### config.mk
export PLATFORM = sky130hd
export DESIGN_NAME = player_controller_flat
export DESIGN_NICKNAME = d
export VERILOG_FILES = /design/src/rtl/player_controller_if.sv /design/src/rtl/player_controller.sv /design/src/flat_wrapper.sv
export SDC_FILE = /design/constraint.sdc
export NUM_CORES = 1
export LEC_CHECK = 0
export ABC_AREA = 1
export CAP_MARGIN = 40
export CORE_UTILIZATION = 40
export DETAILED_ROUTE_END_ITERATION = 10
export HOLD_SLACK_MARGIN = 0.08
export PLACE_DENSITY = 0.62
export SLEW_MARGIN = 0
export SYNTH_ARGS = -nofsm -noshare
export SYNTH_HDL_FRONTEND = slang
export SYNTH_SLANG_ARGS = --single-unit
### constraint.sdc
create_clock -name pixel_clk_in -period 6 [get_ports pixel_clk_in]
set_clock_uncertainty 0.05 [all_clocks]
set_input_delay 0.9 -clock pixel_clk_in [delete_from_list [all_inputs] [get_ports pixel_clk_in]]
set_output_delay 0.9 -clock pixel_clk_in [all_outputs]
set_load 0.02 [all_outputs]
### src/rtl/player_controller_if.sv
// Position-query handshake between the player controller and the map/counter
// collision logic. The controller proposes a coordinate and holds it until
// the map accepts it, answering in the same cycle whether the tile is blocked.
interface player_controller_if;
    logic        query_valid_out;
    logic [10:0] query_x_out;
    logic [9:0]  query_y_out;
    logic        query_ready_in;
    logic        blocked_in;

    modport master (
        output query_valid_out, query_x_out, query_y_out,
        input  query_ready_in, blocked_in
    );

    modport slave (
        input  query_valid_out, query_x_out, query_y_out,
        output query_ready_in, blocked_in
    );
endinterface

### src/rtl/player_controller.sv
// Per-player motion and action sequencer. Once per frame it either advances
// a chop in progress, starts a chop, or proposes a one-step move that the map
// logic must approve before the committed position changes. Held-item codes
// from game logic can be loaded at any time.
module player_controller #(
    parameter int unsigned START_X     = 64,
    parameter int unsigned START_Y     = 64,
    parameter int unsigned STEP        = 2,
    parameter int unsigned MIN_X       = 0,
    parameter int unsigned MAX_X       = 992,
    parameter int unsigned MIN_Y       = 0,
    parameter int unsigned MAX_Y       = 736,
    parameter int unsigned CHOP_FRAMES = 60
) (
    input  logic                pixel_clk_in,
    input  logic                rst_n_in,
    input  logic                frame_tick_in,
    input  logic                left_in,
    input  logic                right_in,
    input  logic                up_in,
    input  logic                down_in,
    input  logic                chop_in,
    input  logic                load_state_in,
    input  logic [3:0]          new_state_in,
    player_controller_if.master query,
    output logic [10:0]         x_out,
    output logic [9:0]          y_out,
    output logic [1:0]          direction_out,
    output logic [3:0]          state_out,
    output logic                chop_done_out
);

    localparam int CNT_W = (CHOP_FRAMES > 1) ? $clog2(CHOP_FRAMES) : 1;

    localparam logic [10:0] START_X_W = 11'(START_X);
    localparam logic [9:0]  START_Y_W = 10'(START_Y);
    localparam logic [10:0] STEP_X    = 11'(STEP);
    localparam logic [9:0]  STEP_Y    = 10'(STEP);
    localparam logic [10:0] MIN_X_W   = 11'(MIN_X);
    localparam logic [10:0] MAX_X_W   = 11'(MAX_X);
    localparam logic [9:0]  MIN_Y_W   = 10'(MIN_Y);
    localparam logic [9:0]  MAX_Y_W   = 10'(MAX_Y);
    localparam logic [CNT_W-1:0] CHOP_LAST = CNT_W'(CHOP_FRAMES - 1);

    localparam logic [1:0] DIR_LEFT  = 2'd0;
    localparam logic [1:0] DIR_RIGHT = 2'd1;
    localparam logic [1:0] DIR_UP    = 2'd2;
    localparam logic [1:0] DIR_DOWN  = 2'd3;

    localparam logic [3:0] ST_NOTHING  = 4'd0;
    localparam logic [3:0] ST_CHOPPING = 4'd1;
    localparam logic [3:0] ST_MAX_CODE = 4'd10;

    typedef enum logic {
        IDLE,
        QUERY
    } fsm_t;

    fsm_t             fsm_q;
    logic [CNT_W-1:0] chop_cnt_q;

    logic [10:0] prop_x;
    logic [9:0]  prop_y;
    logic [1:0]  pick_dir;
    logic        any_dir;
    logic        load_ok;

    // Pick the highest-priority pressed direction and its saturated target.
    always_comb begin
        // NOTE: every always_comb output gets a default first so no path can infer a latch.
        prop_x   = x_out;
        prop_y   = y_out;
        pick_dir = direction_out;
        any_dir  = left_in | right_in | up_in | down_in;
        if (left_in) begin
            pick_dir = DIR_LEFT;
            prop_x   = (x_out < MIN_X_W + STEP_X) ? MIN_X_W : x_out - STEP_X;
        end else if (right_in) begin
            pick_dir = DIR_RIGHT;
            prop_x   = (x_out > MAX_X_W - STEP_X) ? MAX_X_W : x_out + STEP_X;
        end else if (up_in) begin
            pick_dir = DIR_UP;
            prop_y   = (y_out < MIN_Y_W + STEP_Y) ? MIN_Y_W : y_out - STEP_Y;
        end else if (down_in) begin
            pick_dir = DIR_DOWN;
            prop_y   = (y_out > MAX_Y_W - STEP_Y) ? MAX_Y_W : y_out + STEP_Y;
        end
    end

    assign load_ok = load_state_in && (new_state_in <= ST_MAX_CODE);

    // Frame sequencer: chop timing, move proposal, query completion, state loads.
    always_ff @(posedge pixel_clk_in) begin
        // NOTE: reset is synchronous, so it lives inside the clocked branch rather than the sensitivity list.
        if (!rst_n_in) begin
            fsm_q                 <= IDLE;
            chop_cnt_q            <= '0;
            x_out                 <= START_X_W;
            y_out                 <= START_Y_W;
            direction_out         <= DIR_DOWN;
            state_out             <= ST_NOTHING;
            chop_done_out         <= 1'b0;
            query.query_valid_out <= 1'b0;
            query.query_x_out     <= START_X_W;
            query.query_y_out     <= START_Y_W;
        end else begin
            // NOTE: non-blocking assignments; a later assignment in this block wins, which gives loads priority.
            chop_done_out <= 1'b0;
            case (fsm_q)
                IDLE: begin
                    if (frame_tick_in) begin
                        if (state_out == ST_CHOPPING) begin
                            if (!chop_in) begin
                                state_out  <= ST_NOTHING;
                                chop_cnt_q <= '0;
                            end else if (chop_cnt_q == CHOP_LAST) begin
                                state_out     <= ST_NOTHING;
                                chop_cnt_q    <= '0;
                                chop_done_out <= 1'b1;
                            end else begin
                                chop_cnt_q <= chop_cnt_q + 1'b1;
                            end
                        end else if (state_out == ST_NOTHING && chop_in) begin
                            state_out  <= ST_CHOPPING;
                            chop_cnt_q <= '0;
                        end else if (any_dir) begin
                            direction_out <= pick_dir;
                            // A move pinned against the edge proposes nothing.
                            if (prop_x != x_out || prop_y != y_out) begin
                                query.query_x_out     <= prop_x;
                                query.query_y_out     <= prop_y;
                                query.query_valid_out <= 1'b1;
                                fsm_q                 <= QUERY;
                            end
                        end
                    end
                end
                QUERY: begin
                    // Frame ticks are dropped while waiting on the map.
                    if (query.query_ready_in) begin
                        query.query_valid_out <= 1'b0;
                        if (!query.blocked_in) begin
                            x_out <= query.query_x_out;
                            y_out <= query.query_y_out;
                        end
                        fsm_q <= IDLE;
                    end
                end
                default: fsm_q <= IDLE;
            endcase

            // A valid load overrides any tick-driven state change and aborts a chop.
            if (load_ok) begin
                state_out     <= new_state_in;
                chop_cnt_q    <= '0;
                chop_done_out <= 1'b0;
            end
        end
    end

endmodule
### src/flat_wrapper.sv
// flat-port wrapper written by rule: the top's interface ports become plain ports
module player_controller_flat 
#(
    parameter int unsigned START_X     = 64,
    parameter int unsigned START_Y     = 64,
    parameter int unsigned STEP        = 2,
    parameter int unsigned MIN_X       = 0,
    parameter int unsigned MAX_X       = 992,
    parameter int unsigned MIN_Y       = 0,
    parameter int unsigned MAX_Y       = 736,
    parameter int unsigned CHOP_FRAMES = 60
)
  (pixel_clk_in, rst_n_in, frame_tick_in, left_in, right_in, up_in, down_in, chop_in, load_state_in, new_state_in, x_out, y_out, direction_out, state_out, chop_done_out, query_query_valid_out, query_query_x_out, query_query_y_out, query_query_ready_in, query_blocked_in);
  player_controller_if query_i ();
  input  logic pixel_clk_in;
  input  logic rst_n_in;
  input  logic frame_tick_in;
  input  logic left_in;
  input  logic right_in;
  input  logic up_in;
  input  logic down_in;
  input  logic chop_in;
  input  logic load_state_in;
  input  logic [3:0] new_state_in;
  output logic [10:0] x_out;
  output logic [9:0] y_out;
  output logic [1:0] direction_out;
  output logic [3:0] state_out;
  output logic chop_done_out;
  output wire logic [$bits(query_i.query_valid_out)-1:0] query_query_valid_out;
  output wire logic [$bits(query_i.query_x_out)-1:0] query_query_x_out;
  output wire logic [$bits(query_i.query_y_out)-1:0] query_query_y_out;
  input wire logic [$bits(query_i.query_ready_in)-1:0] query_query_ready_in;
  input wire logic [$bits(query_i.blocked_in)-1:0] query_blocked_in;
  assign query_query_valid_out = query_i.query_valid_out;
  assign query_query_x_out = query_i.query_x_out;
  assign query_query_y_out = query_i.query_y_out;
  assign query_i.query_ready_in = query_query_ready_in;
  assign query_i.blocked_in = query_blocked_in;
  player_controller #(.START_X(START_X), .START_Y(START_Y), .STEP(STEP), .MIN_X(MIN_X), .MAX_X(MAX_X), .MIN_Y(MIN_Y), .MAX_Y(MAX_Y), .CHOP_FRAMES(CHOP_FRAMES)) u_core (.pixel_clk_in(pixel_clk_in), .rst_n_in(rst_n_in), .frame_tick_in(frame_tick_in), .left_in(left_in), .right_in(right_in), .up_in(up_in), .down_in(down_in), .chop_in(chop_in), .load_state_in(load_state_in), .new_state_in(new_state_in), .query(query_i), .x_out(x_out), .y_out(y_out), .direction_out(direction_out), .state_out(state_out), .chop_done_out(chop_done_out));
endmodule
==> run_results.csv, run 1 <==
group,metric,value,unit
place,dp_hpwl,9.58,mm
sta,maxSlewHeadroom,53.1,%
synth,synth.avg_cell_area,6.04,sq um
synth,synth_top_cell_area_share,27.4,%
synth,ys_async_sr_fraction,0,%
sta,tightest_slew,0.701,ns
setup_path,cp.required,6.18,ns
place,placedCellCount,860,
min_path,hold_class,"register to register",
cts,path_clk_slew,0.07,ns
setup_path,r2r-start,"u_core.x_out[1]$_SDFFE_PN0P_",
setup_path,cp.arrival,4.02,ns
synth,yosysSeqAreaShare,27.4,%
setup_path,crit_path_cell_trace,"clkdlybuf4s50_1, nor2_2, inv_1, nor3_1, nor2_1, buf_4, inv_1, o21bai_4, nand2_1, nand2_1, nor2_1",
cells_and_area,seq_area,0.00114,sq mm
sta,final_hold_viol_count,0,
synth,synthTopCellsByCount,"nand2_1, nor2_1, nand3_1, inv_1, dfxtp_1",
min_path,min_from,"u_core.chop_cnt_q[5]$_SDFFE_PP0P_",
route,drt_iter0_drc,242,
route,vias_per_cell,5.17,
cts,cts_buffers,9,
setup_path,path_max_fanout,19,
setup_path,crit_path_end_kind,"register",
synth,synthAdderAreaFrac,1.50,%
run_status,status,"finished clean",
synth,ys_ff_latch,57,
synth,synth-compound-area-share,11.4,%
synth,synth_simple_gate_area_share,47.7,%
synth,yosysMostFrequentCell,"nand2_1",
setup_path,path_class,"input port to register",
cts,clock_path_buffers,2,
cts,htreeDepth,3,
cells_and_area,multiInputGateArea,0.00257,sq mm
route,postRouteAntennaNets,0,
sta,finalMaxSlewViolations,0,
cells_and_area,antenna_cells,0,
setup_path,worst-path-buf-inv,4,
sta,fmax,0.261,GHz
sta,setup_viol,0,
global_routing,grt_start_max_net_pins,45,
global_routing,grt_pass1_wl,21.1,mm
power_and_ir_drop,peakVddDrop,0.000151,V
cts,cts_tree,"yes",
synth,synthCells,689,
cells_and_area,design_area,0.00504,sq mm
cts,postCtsHoldBufs,0,
sta,finalSetupTns,0,ns
sta,post-route-period-util,63.9,%
setup_path,r2r_slack,3.00,ns
cells_and_area,drive_gt1_share,10.6,%
place,port_buffers,64,
floorplan,ioPinCount,65,
floorplan,start_util,42.0,%
synth,synth_edf_count,0,
sta,rsz0062_at_grt,"no",
synth,synth.cell_area,0.00416,sq mm
floorplan,die_area,0.0108,sq mm
floorplan,rows,36,
cts,clkSinkCount,57,
synth,synth.distinct_cells,33,
cts,cts_setup_buffers,0,
synth,synthTopCellsByArea,"dfxtp_1, nand2_1, nor2_1",
place,gp_congestion,0.935,
synth,ys.flop_type,"dfxtp_1",
synth,synth.area.mux_share,0,%
setup_path,timing.rr.end,"u_core.query.query_x_out[0]$_SDFFE_PN0P_",
power_and_ir_drop,p_leak,0.00227,uW
power_and_ir_drop,powerDensity,227,mW/mm^2
synth,synthXorXnorAreaFrac,1.05,%
synth,synth_top_family_by_area,"simple AND/OR/NAND/NOR gates",
sta,fin_crit,3.83,ns
route,vias,4528,
setup_path,r2r_cells,17,
setup_path,cp_top_family,"buffers and inverters",
synth,yosysTopAreaCell,"dfxtp_1",
setup_path,crit_path_max_incr_delay,0.77,ns
cells_and_area,fin_cells,876,
setup_path,critPathSlowestCell,"clkdlybuf4s50_1",
cells_and_area,areaGrowthSynthToFinish,21.0,%
place,dpl_cell_area,0.00481,sq mm
global_routing,antenna_found_initial,0,
cts,insertion_delay,0.33,ns
floorplan,die_y,104,um
cts,root_buffer,"clkbuf_8",
min_path,whs_path_depth,2,
cts,post_cts_resized,0,
route,routed_wl,12.7,mm
global_routing,grt_pass1_vias,4222,
route,wire_per_inst,14.5,um
global_routing,grt_util_all_layers,23.9,%
power_and_ir_drop,power,1140,uW
cells_and_area,final_nets,758,
route,drcViolationCount,0,
floorplan,core,0.00991,sq mm
route,dr.pass1.iters,5,
synth,synth_fp_nets,709,
setup_path,path_depth,11,
setup_path,startpoint_type,"input port",
floorplan,dieWidth,104,um
min_path,hold_end,"u_core.chop_cnt_q[5]$_SDFFE_PP0P_",
run,drv_cap,0,
synth,yosys_warnings,0,
cells_and_area,nFillCells,1046,
global_routing,overflow,0,
==> worst reg2reg max path: stages, from the launching register on <==
cell and delay [ns]:
dfxtp_1 0.58, inv_2 0.12, ha_1 0.27, nand2_1 0.18, nor2_2 0.08, nand2_1 0.16, nand2_1 0.08, o21ai_1 0.16
nand2_1 0.15, nand2_1 0.09, nand3_1 0.13, nor2_2 0.18, nand3_4 0.11, inv_2 0.07, nand2_2 0.20, nand3_1 0.16
nand2_1 0.06, nor2_1 0.10
==> layer usage <==
metal	up-vias	part of all wire (%)	routed length, um	GRT usage [%]
li1	2296	-	-	-
met5	-	0	0	0
met4	0	1.2	148	6.84
met1	2068	48	6070	33.2
met2	147	45	5680	37.0
met3	17	6.4	812	5.20
==> per-stage QoR <==
stage	util (%)	setup WS, ns	hold slack [ns]
6_report	50.8	2.17	0.405
5_1_grt	50.8	1.97	0.439
4_1_cts	50.8	2.30	0.411
3_5_place_dp	48.5	1.93	0.399
3_3_place_gp	48.5	1.92	0.395
2_1_floorplan	-	3.33	0.384
==> power breakdown <==
group | leakage [uW] | switching, uW | internal [uW]
clock network | 0.000115 | 156 | 255
registers | 0.000465 | 30.7 | 405
logic | 0.00169 | 181 | 114
==> layout by cell type (no fill, tap or decap), types with 2 or more instances in the layout <==
cell and count:
nand2_1 208, nor2_1 91, nand3_1 68, clkdlybuf4s50_1 64
inv_1 59, dfxtp_1 57, o21ai_0 34, a21oi_1 34
nor2_2 22, nand3_2 13, clkbuf_8 11, nand4_1 10
inv_2 9, nand2_2 7, nor2_4 6, xor2_1 5
ha_1 5, o211ai_1 4, nor3_1 4, clkinv_1 4
o21ai_1 4, o21a_1 3, buf_4 3, a31oi_1 2
nand3_4 2, a22oi_1 2, a211oi_1 2, clkinv_2 2
bufinv_16 2
==> logic make-up (layout without fill, tap and decap cells) <==
family / Yosys count / count (layout)
AOI/OAI and AO/OA: 86 / 86
xor gates and xnor gates: 5 / 5
adders and majority gates: 5 / 5
buffers and inverters: 101 / 155
DFF: 57 / 57
and+or+nand+nor: 435 / 435
==> state kept, by name, summed over array words and instances, names as in the netlist <==
register	cells
u_core.query.query_x_out	11
u_core.x_out	11
u_core.query.query_y_out	10
u_core.y_out	10
u_core.chop_cnt_q	6
u_core.state_out	4
u_core.direction_out	2
u_core.chop_done_out	1
u_core.fsm_q	1
u_core.query.query_valid_out	1
==> worst max-delay path by stage <==
stage	to	startpoint	slack (ns)
6_report	u_core.query.query_x_out[7]$_SDFFE_PN0P_	left_in	2.17
3_5_place_dp	u_core.query.query_x_out[7]$_SDFFE_PN0P_	left_in	1.93
3_3_place_gp	u_core.query.query_x_out[7]$_SDFFE_PN0P_	left_in	1.92
2_1_floorplan	u_core.query.query_y_out[6]$_SDFFE_PN1P_	up_in	3.33
5_1_grt	u_core.query.query_x_out[1]$_SDFFE_PN0P_	left_in	1.97
4_1_cts	u_core.query.query_x_out[7]$_SDFFE_PN0P_	left_in	2.30
==> cell type report <==
class                           count  share of cell area [%]
Multi-Input combinational cell    531                    51.0
Sequential cell                    57                    22.7
Timing Repair Buffer               67                    13.2
Inverter                           72                    5.37
Tap cell                          133                    3.30
Clock buffer                       11                    3.01
Clock inverter                      5                    1.54
Power figures use the tool's default switching activity.
==> inputs of run 2 (changes only) <==
--- a/config.mk
+++ b/config.mk
@@ -10,7 +10,7 @@
 export CORE_UTILIZATION = 40
 export DETAILED_ROUTE_END_ITERATION = 10
 export HOLD_SLACK_MARGIN = 0.08
-export PLACE_DENSITY = 0.62
+export PLACE_DENSITY = 0.65
 export SLEW_MARGIN = 0
 export SYNTH_ARGS = -nofsm -noshare
 export SYNTH_HDL_FRONTEND = slang
==> constraint.sdc (replaced) <==
create_clock -name pixel_clk_in -period 3.3 [get_ports pixel_clk_in]
set_clock_uncertainty 0.05 [all_clocks]
set_input_delay 0.495 -clock pixel_clk_in [delete_from_list [all_inputs] [get_ports pixel_clk_in]]
set_output_delay 0.495 -clock pixel_clk_in [all_outputs]
set_load 0.02 [all_outputs]
==> run 2 against run 1 <==
Compared with the run above: via count increased by 1.2%; cell count increased by 0.91%; routed wire length increased by 0.46%; highest routed layer unchanged.
==> run_results.csv, run 2 (synthesized netlist as in run 1, its figures left out) <==
group,metric,value,unit
route,drt_iter0_drc,222,
cts,htreeDepth,3,
floorplan,ioPinCount,65,
global_routing,met1_usage,31.6,%
cts,cts_buffers,9,
global_routing,grt_pass1_vias,4235,
cells_and_area,drive_gt1_share,11.6,%
power_and_ir_drop,comb_power_share,28.0,%
cts,path_clk_slew,0.07,ns
route,drcViolationCount,0,
setup_path,cp.required,3.47,ns
route,wire_per_inst,14.4,um
cts,clock_path_buffers,2,
floorplan,core,0.00991,sq mm
place,gp_congestion,0.938,
cts,root_buffer,"clkbuf_8",
power_and_ir_drop,power,1950,uW
setup_path,r2r_slack,0.45,ns
power_and_ir_drop,intPower,1310,uW
global_routing,met3_usage,3.51,%
setup_path,endpoint,"u_core.query.query_y_out[5]$_SDFFE_PN0P_",
route,routed_wl,12.8,mm
setup_path,path_class,"register to register",
power_and_ir_drop,clkPwrFrac,31.5,%
run_status,status,"finished clean",
cts,postCtsHoldBufs,0,
floorplan,die_area,0.0108,sq mm
sta,finalSetupTns,0,ns
power_and_ir_drop,powerDensity,384,mW/mm^2
setup_path,startpoint_type,"register",
setup_path,r2r_cells,16,
sta,maxSlewHeadroom,52.7,%
power_and_ir_drop,seqPwrFrac,40.5,%
run,drv_cap,0,
sta,fin_crit,2.85,ns
cts,post_cts_resized,0,
route,postRouteAntennaNets,0,
setup_path,startpoint,"u_core.x_out[2]$_SDFFE_PN0P_",
sta,fmax,0.351,GHz
cts,insertion_delay,0.33,ns
sta,tightest_slew,0.709,ns
cells_and_area,reg_top3,"u_core.query.query_x_out (11), u_core.x_out (11)",
route,vias_per_cell,5.19,
min_path,hold_class,"register to register",
setup_path,r2r-start,"u_core.x_out[2]$_SDFFE_PN0P_",
setup_path,path_max_fanout,15,
place,dp_hpwl,9.87,mm
cts,clkSinkCount,57,
floorplan,start_util,42.0,%
setup_path,timing.rr.end,"u_core.query.query_y_out[5]$_SDFFE_PN0P_",
cells_and_area,final_cell_mix,"nand2_1, nor2_1, nand3_1",
global_routing,overflow,0,
setup_path,cp.arrival,3.02,ns
sta,whs,0.417,ns
sta,rsz0062_at_grt,"no",
power_and_ir_drop,sw_frac_of_total,32.9,%
power_and_ir_drop,p_leak,0.00230,uW
global_routing,grt_start_max_net_pins,44,
cells_and_area,nFillCells,1063,
cells_and_area,final_nets,768,
floorplan,dieWidth,104,um
setup_path,crit_path_end_kind,"register",
sta,setup_viol,0,
route,vias,4584,
cells_and_area,final_common_cell,"nand2_1",
cts,cts_tree,"yes",
global_routing,antenna_found_initial,0,
sta,final_hold_viol_count,0,
cells_and_area,antenna_cells,0,
route,dr.pass1.iters,5,
global_routing,grt_util_all_layers,23.5,%
global_routing,gr-max-usage-layer,"met2",
global_routing,grt_pass1_wl,20.6,mm
floorplan,rows,36,
power_and_ir_drop,peakVddDrop,0.000324,V
cells_and_area,fin_util,51.1,%
floorplan,die_y,104,um
sta,finalMaxSlewViolations,0,
place,port_buffers,64,
sta,post-route-period-util,86.4,%
cells_and_area,areaGrowthSynthToFinish,21.7,%
power_and_ir_drop,switching_power,640,uW
global_routing,grtUsageMet2,37.3,%
cts,cts_setup_buffers,0,
==> run 2: cell count changes in the layout (fill, tap and decap cells not counted) <==
cell        previous run  this run
bufinv_16              2         1
buf_4                  3        13
clkinv_2               2         3
clkbuf_8              11        10
clkinvlp_4             1         0
==> run 2: power by group through the flow <==
stage / combinational (uW) / sequential, uW / clock (uW)
4_1_cts: 545 / 789 / 628
6_report: 546 / 789 / 613
5_1_grt: 600 / 794 / 664
3_5_place_dp: 542 / 803 / 0
2_1_floorplan: 314 / 838 / 0
3_3_place_gp: 538 / 803 / 0
==> run 2: critical path: stages (launching register included) <==
cell      delay (ns)
dfxtp_1         0.45
inv_1           0.16
ha_1            0.26
nand2_1         0.19
nor2_2          0.07
nand2_1         0.14
nand2_1         0.08
o21ai_1         0.20
nand2_1         0.15
nand2_1         0.08
nand3_1         0.10
nor2_2          0.16
nand3_4         0.11
o21bai_4        0.33
nand2_1         0.10
nand2_1         0.08
nor2_1          0.04
==> run 2: area by class of cell <==
type	count	area, sq um	area share, %
inverter	72	270	5.34
clock inverter	4	45.0	0.889
multi-input combinational	531	2570	50.7
sequential	57	1140	22.5
tap	133	166	3.29
timing repair buffer	77	738	14.6
clock buffer	10	138	2.72
==> run 2: per-layer routing <==
metal | part of all wire, % | vias to the layer above | wire length [um]
met3 | 6.8 | 27 | 874
met4 | 2.5 | 0 | 323
met2 | 45 | 179 | 5740
met5 | 0 | - | 0
met1 | 46 | 2062 | 5830
li1 | - | 2316 | -
==> run 2: stage by stage <==
stage	instances	instance area [sq um]	worst slack [ns]
final	884	5060	0.449
after global routing	884	5060	0.177
after CTS	884	5060	0.496
after detailed placement	870	4880	0.241
after global placement	870	4880	0.266
after floorplan	689	4160	0.879
==> run 2: worst min-delay path by stage <==
stage	end	from	depth (start not counted)	slack, ns
final	u_core.chop_cnt_q[5]$_SDFFE_PP0P_	u_core.chop_cnt_q[5]$_SDFFE_PP0P_	2	0.42
after global routing	u_core.x_out[1]$_SDFFE_PN0P_	u_core.query.query_x_out[1]$_SDFFE_PN0P_	2	0.43
after CTS	u_core.chop_cnt_q[5]$_SDFFE_PP0P_	u_core.chop_cnt_q[5]$_SDFFE_PP0P_	2	0.42
after detailed placement	u_core.chop_cnt_q[5]$_SDFFE_PP0P_	u_core.chop_cnt_q[5]$_SDFFE_PP0P_	2	0.41
after global placement	u_core.chop_cnt_q[5]$_SDFFE_PP0P_	u_core.chop_cnt_q[5]$_SDFFE_PP0P_	2	0.40
after floorplan	u_core.chop_cnt_q[5]$_SDFFE_PP0P_	u_core.chop_cnt_q[5]$_SDFFE_PP0P_	2	0.38
==> inputs of run 3 (changes only) <==
--- a/config.mk
+++ b/config.mk
@@ -7,10 +7,10 @@
 export LEC_CHECK = 0
 export ABC_AREA = 1
 export CAP_MARGIN = 40
-export CORE_UTILIZATION = 40
+export CORE_UTILIZATION = 45
 export DETAILED_ROUTE_END_ITERATION = 10
 export HOLD_SLACK_MARGIN = 0.08
-export PLACE_DENSITY = 0.65
+export PLACE_DENSITY = 0.71
 export SLEW_MARGIN = 0
 export SYNTH_ARGS = -nofsm -noshare
 export SYNTH_HDL_FRONTEND = slang
==> run 3 against run 2 <==
Compared with the run above: cell count down 2.6%; clock power up 31%; sequential power about the same; die area down 11%; routed wire length down 2.4%; count of clock-buffer cells in the layout up 1; register-to-register slack better by 0.02 ns; maximum frequency about the same; hold slack about the same; first-iteration DRC count up 39%; largest power group is now clock.
==> run_results.csv, run 3 (synthesized netlist as in run 1, its figures left out) <==
group,metric,value,unit
run_status,status,"finished clean",
setup_path,path_class,"input port to register",
min_path,whs_path_depth,2,
route,vias_per_cell,5.31,
global_routing,grt_pass1_wl,20.4,mm
global_routing,overflow,0,
cts,cts_tree,"yes",
sta,final_hold_viol_count,0,
setup_path,path_max_fanout,15,
setup_path,cp.required,3.48,ns
cells_and_area,multiInputGateArea,0.00257,sq mm
route,wire_per_inst,14.5,um
cts,clock_path_buffers,2,
route,drcViolationCount,0,
floorplan,die_area,0.00964,sq mm
floorplan,start_util,47.0,%
floorplan,dieWidth,98.2,um
setup_path,r2r_cells,18,
sta,fmax,0.351,GHz
floorplan,ioPinCount,65,
setup_path,crit_path_max_incr_delay,0.58,ns
global_routing,grt_pass1_vias,4121,
cells_and_area,nFillCells,877,
cells_and_area,final_nets,768,
route,highest_layer,"met4",
setup_path,crit_path_cell_trace,"clkdlybuf4s50_1, inv_1, nor2_2, nand2_1, xor2_1, nand3_1, nand2_1, nand2_1, nand2_1, nor2_1, nand3_2, o21bai_4, nand2_1, nand2_1, nor2_1",
cells_and_area,reg_top3,"u_core.query.query_x_out (11), u_core.x_out (11)",
cells_and_area,final_cell_mix,"nand2_1, nor2_1, nand3_1",
cells_and_area,drive_gt1_share,11.7,%
sta,fin_ws,0.449,ns
power_and_ir_drop,power,2140,uW
setup_path,r2r_slack,0.47,ns
cts,insertion_delay,0.33,ns
sta,rsz0062_at_grt,"no",
route,routed_wl,12.5,mm
cells_and_area,areaGrowthSynthToFinish,22.4,%
power_and_ir_drop,powerDensity,420,mW/mm^2
setup_path,startpoint_type,"input port",
route,m1WireLength,5.58,mm
global_routing,antenna_found_initial,0,
sta,finalMaxSlewViolations,0,
sta,finalSetupTns,0,ns
cells_and_area,design_area,0.00509,sq mm
run,drv_cap,0,
cts,cts_setup_buffers,0,
place,port_buffers,64,
place,dpl_cell_area,0.00485,sq mm
cells_and_area,seq_area,0.00114,sq mm
route,vias,4576,
cts,clkSinkCount,57,
cts,cts_buffers,9,
global_routing,grt_util_all_layers,26.4,%
place,dp_slack,0.151,ns
floorplan,die_y,98.2,um
cts,path_clk_slew,0.06,ns
cts,post_cts_resized,0,
cts,htreeDepth,3,
cells_and_area,final_common_cell,"nand2_1",
place,dp_hpwl,9.45,mm
cts,postCtsHoldBufs,0,
sta,setup_viol,0,
setup_path,crit_top_cell,"nand2_1",
route,drt_iter0_drc,309,
sta,maxSlewHeadroom,52.8,%
cts,root_buffer,"clkbuf_8",
setup_path,critPathSlowestCell,"clkdlybuf4s50_1",
setup_path,timing.rr.end,"u_core.query.query_x_out[5]$_SDFFE_PN0P_",
global_routing,grt_start_max_net_pins,44,
sta,fin_crit,2.85,ns
min_path,hold_class,"register to register",
power_and_ir_drop,peakVddDrop,0.000305,V
floorplan,rows,34,
sta,post-route-period-util,86.4,%
floorplan,core,0.00885,sq mm
sta,tightest_slew,0.708,ns
setup_path,cp.arrival,3.03,ns
route,postRouteAntennaNets,0,
setup_path,crit_path_end_kind,"register",
sta,whs,0.416,ns
place,gp_congestion,0.985,
setup_path,r2r-start,"u_core.y_out[1]$_SDFFE_PN0P_",
min_path,min_from,"u_core.chop_cnt_q[5]$_SDFFE_PP0P_",
power_and_ir_drop,p_leak,0.00232,uW
cells_and_area,antenna_cells,0,
route,dr.pass1.iters,7,
route,dr_wl_met2,5.69,mm
route,met3_length,1.04,mm
min_path,hold_end,"u_core.chop_cnt_q[5]$_SDFFE_PP0P_",
==> run 3: report_power, final <==
group | switching, uW | total [uW] | internal [uW] | leakage (uW)
logic | 331 | 546 | 215 | 0.00174
registers | 51.5 | 787 | 735 | 0.000465
clock network | 284 | 805 | 521 | 0.000120
==> run 3: metal layers <==
layer	vias up	GRT usage (%)
li1	2311	-
met1	2070	36.1
met2	178	41.7
met3	17	6.37
met4	0	6.77
met5	-	0
==> run 3: how the worst max path moves through the flow <==
stage / slack (ns) / to / start
6_report: 0.45 / u_core.query.query_x_out[5]$_SDFFE_PN0P_ / right_in
5_1_grt: 0.15 / u_core.query.query_x_out[8]$_SDFFE_PN0P_ / u_core.x_out[2]$_SDFFE_PN0P_
4_1_cts: 0.49 / u_core.query.query_x_out[5]$_SDFFE_PN0P_ / u_core.x_out[2]$_SDFFE_PN0P_
3_5_place_dp: 0.15 / u_core.query.query_x_out[5]$_SDFFE_PN0P_ / right_in
3_3_place_gp: 0.22 / u_core.query.query_x_out[7]$_SDFFE_PN0P_ / right_in
2_1_floorplan: 0.88 / u_core.query.query_y_out[6]$_SDFFE_PN1P_ / u_core.y_out[1]$_SDFFE_PN0P_
==> run 3: area by class of cell <==
cell class,instances,area share (%)
Timing Repair Buffer,77,14.5
Tap cell,108,2.65
Sequential cell,57,22.4
Clock buffer,11,2.78
Multi-Input combinational cell,531,50.4
Clock inverter,5,2.01
Inverter,72,5.30
==> run 3: critical path, delay by kind of cell <==
kind / cells / cell delay, ns
AND/OR/NAND/NOR: 11 / 1.24
XOR/XNOR: 1 / 0.15
AO/OA/AOI/OAI: 1 / 0.38
buffers and inverters: 2 / 0.74
==> run 3: per-stage QoR <==
stage,utilization [%],std cells
global route,57.6,861
detailed placement,54.8,845
global placement,54.8,845
floorplan,-,689
CTS,57.6,861
finish,57.6,861
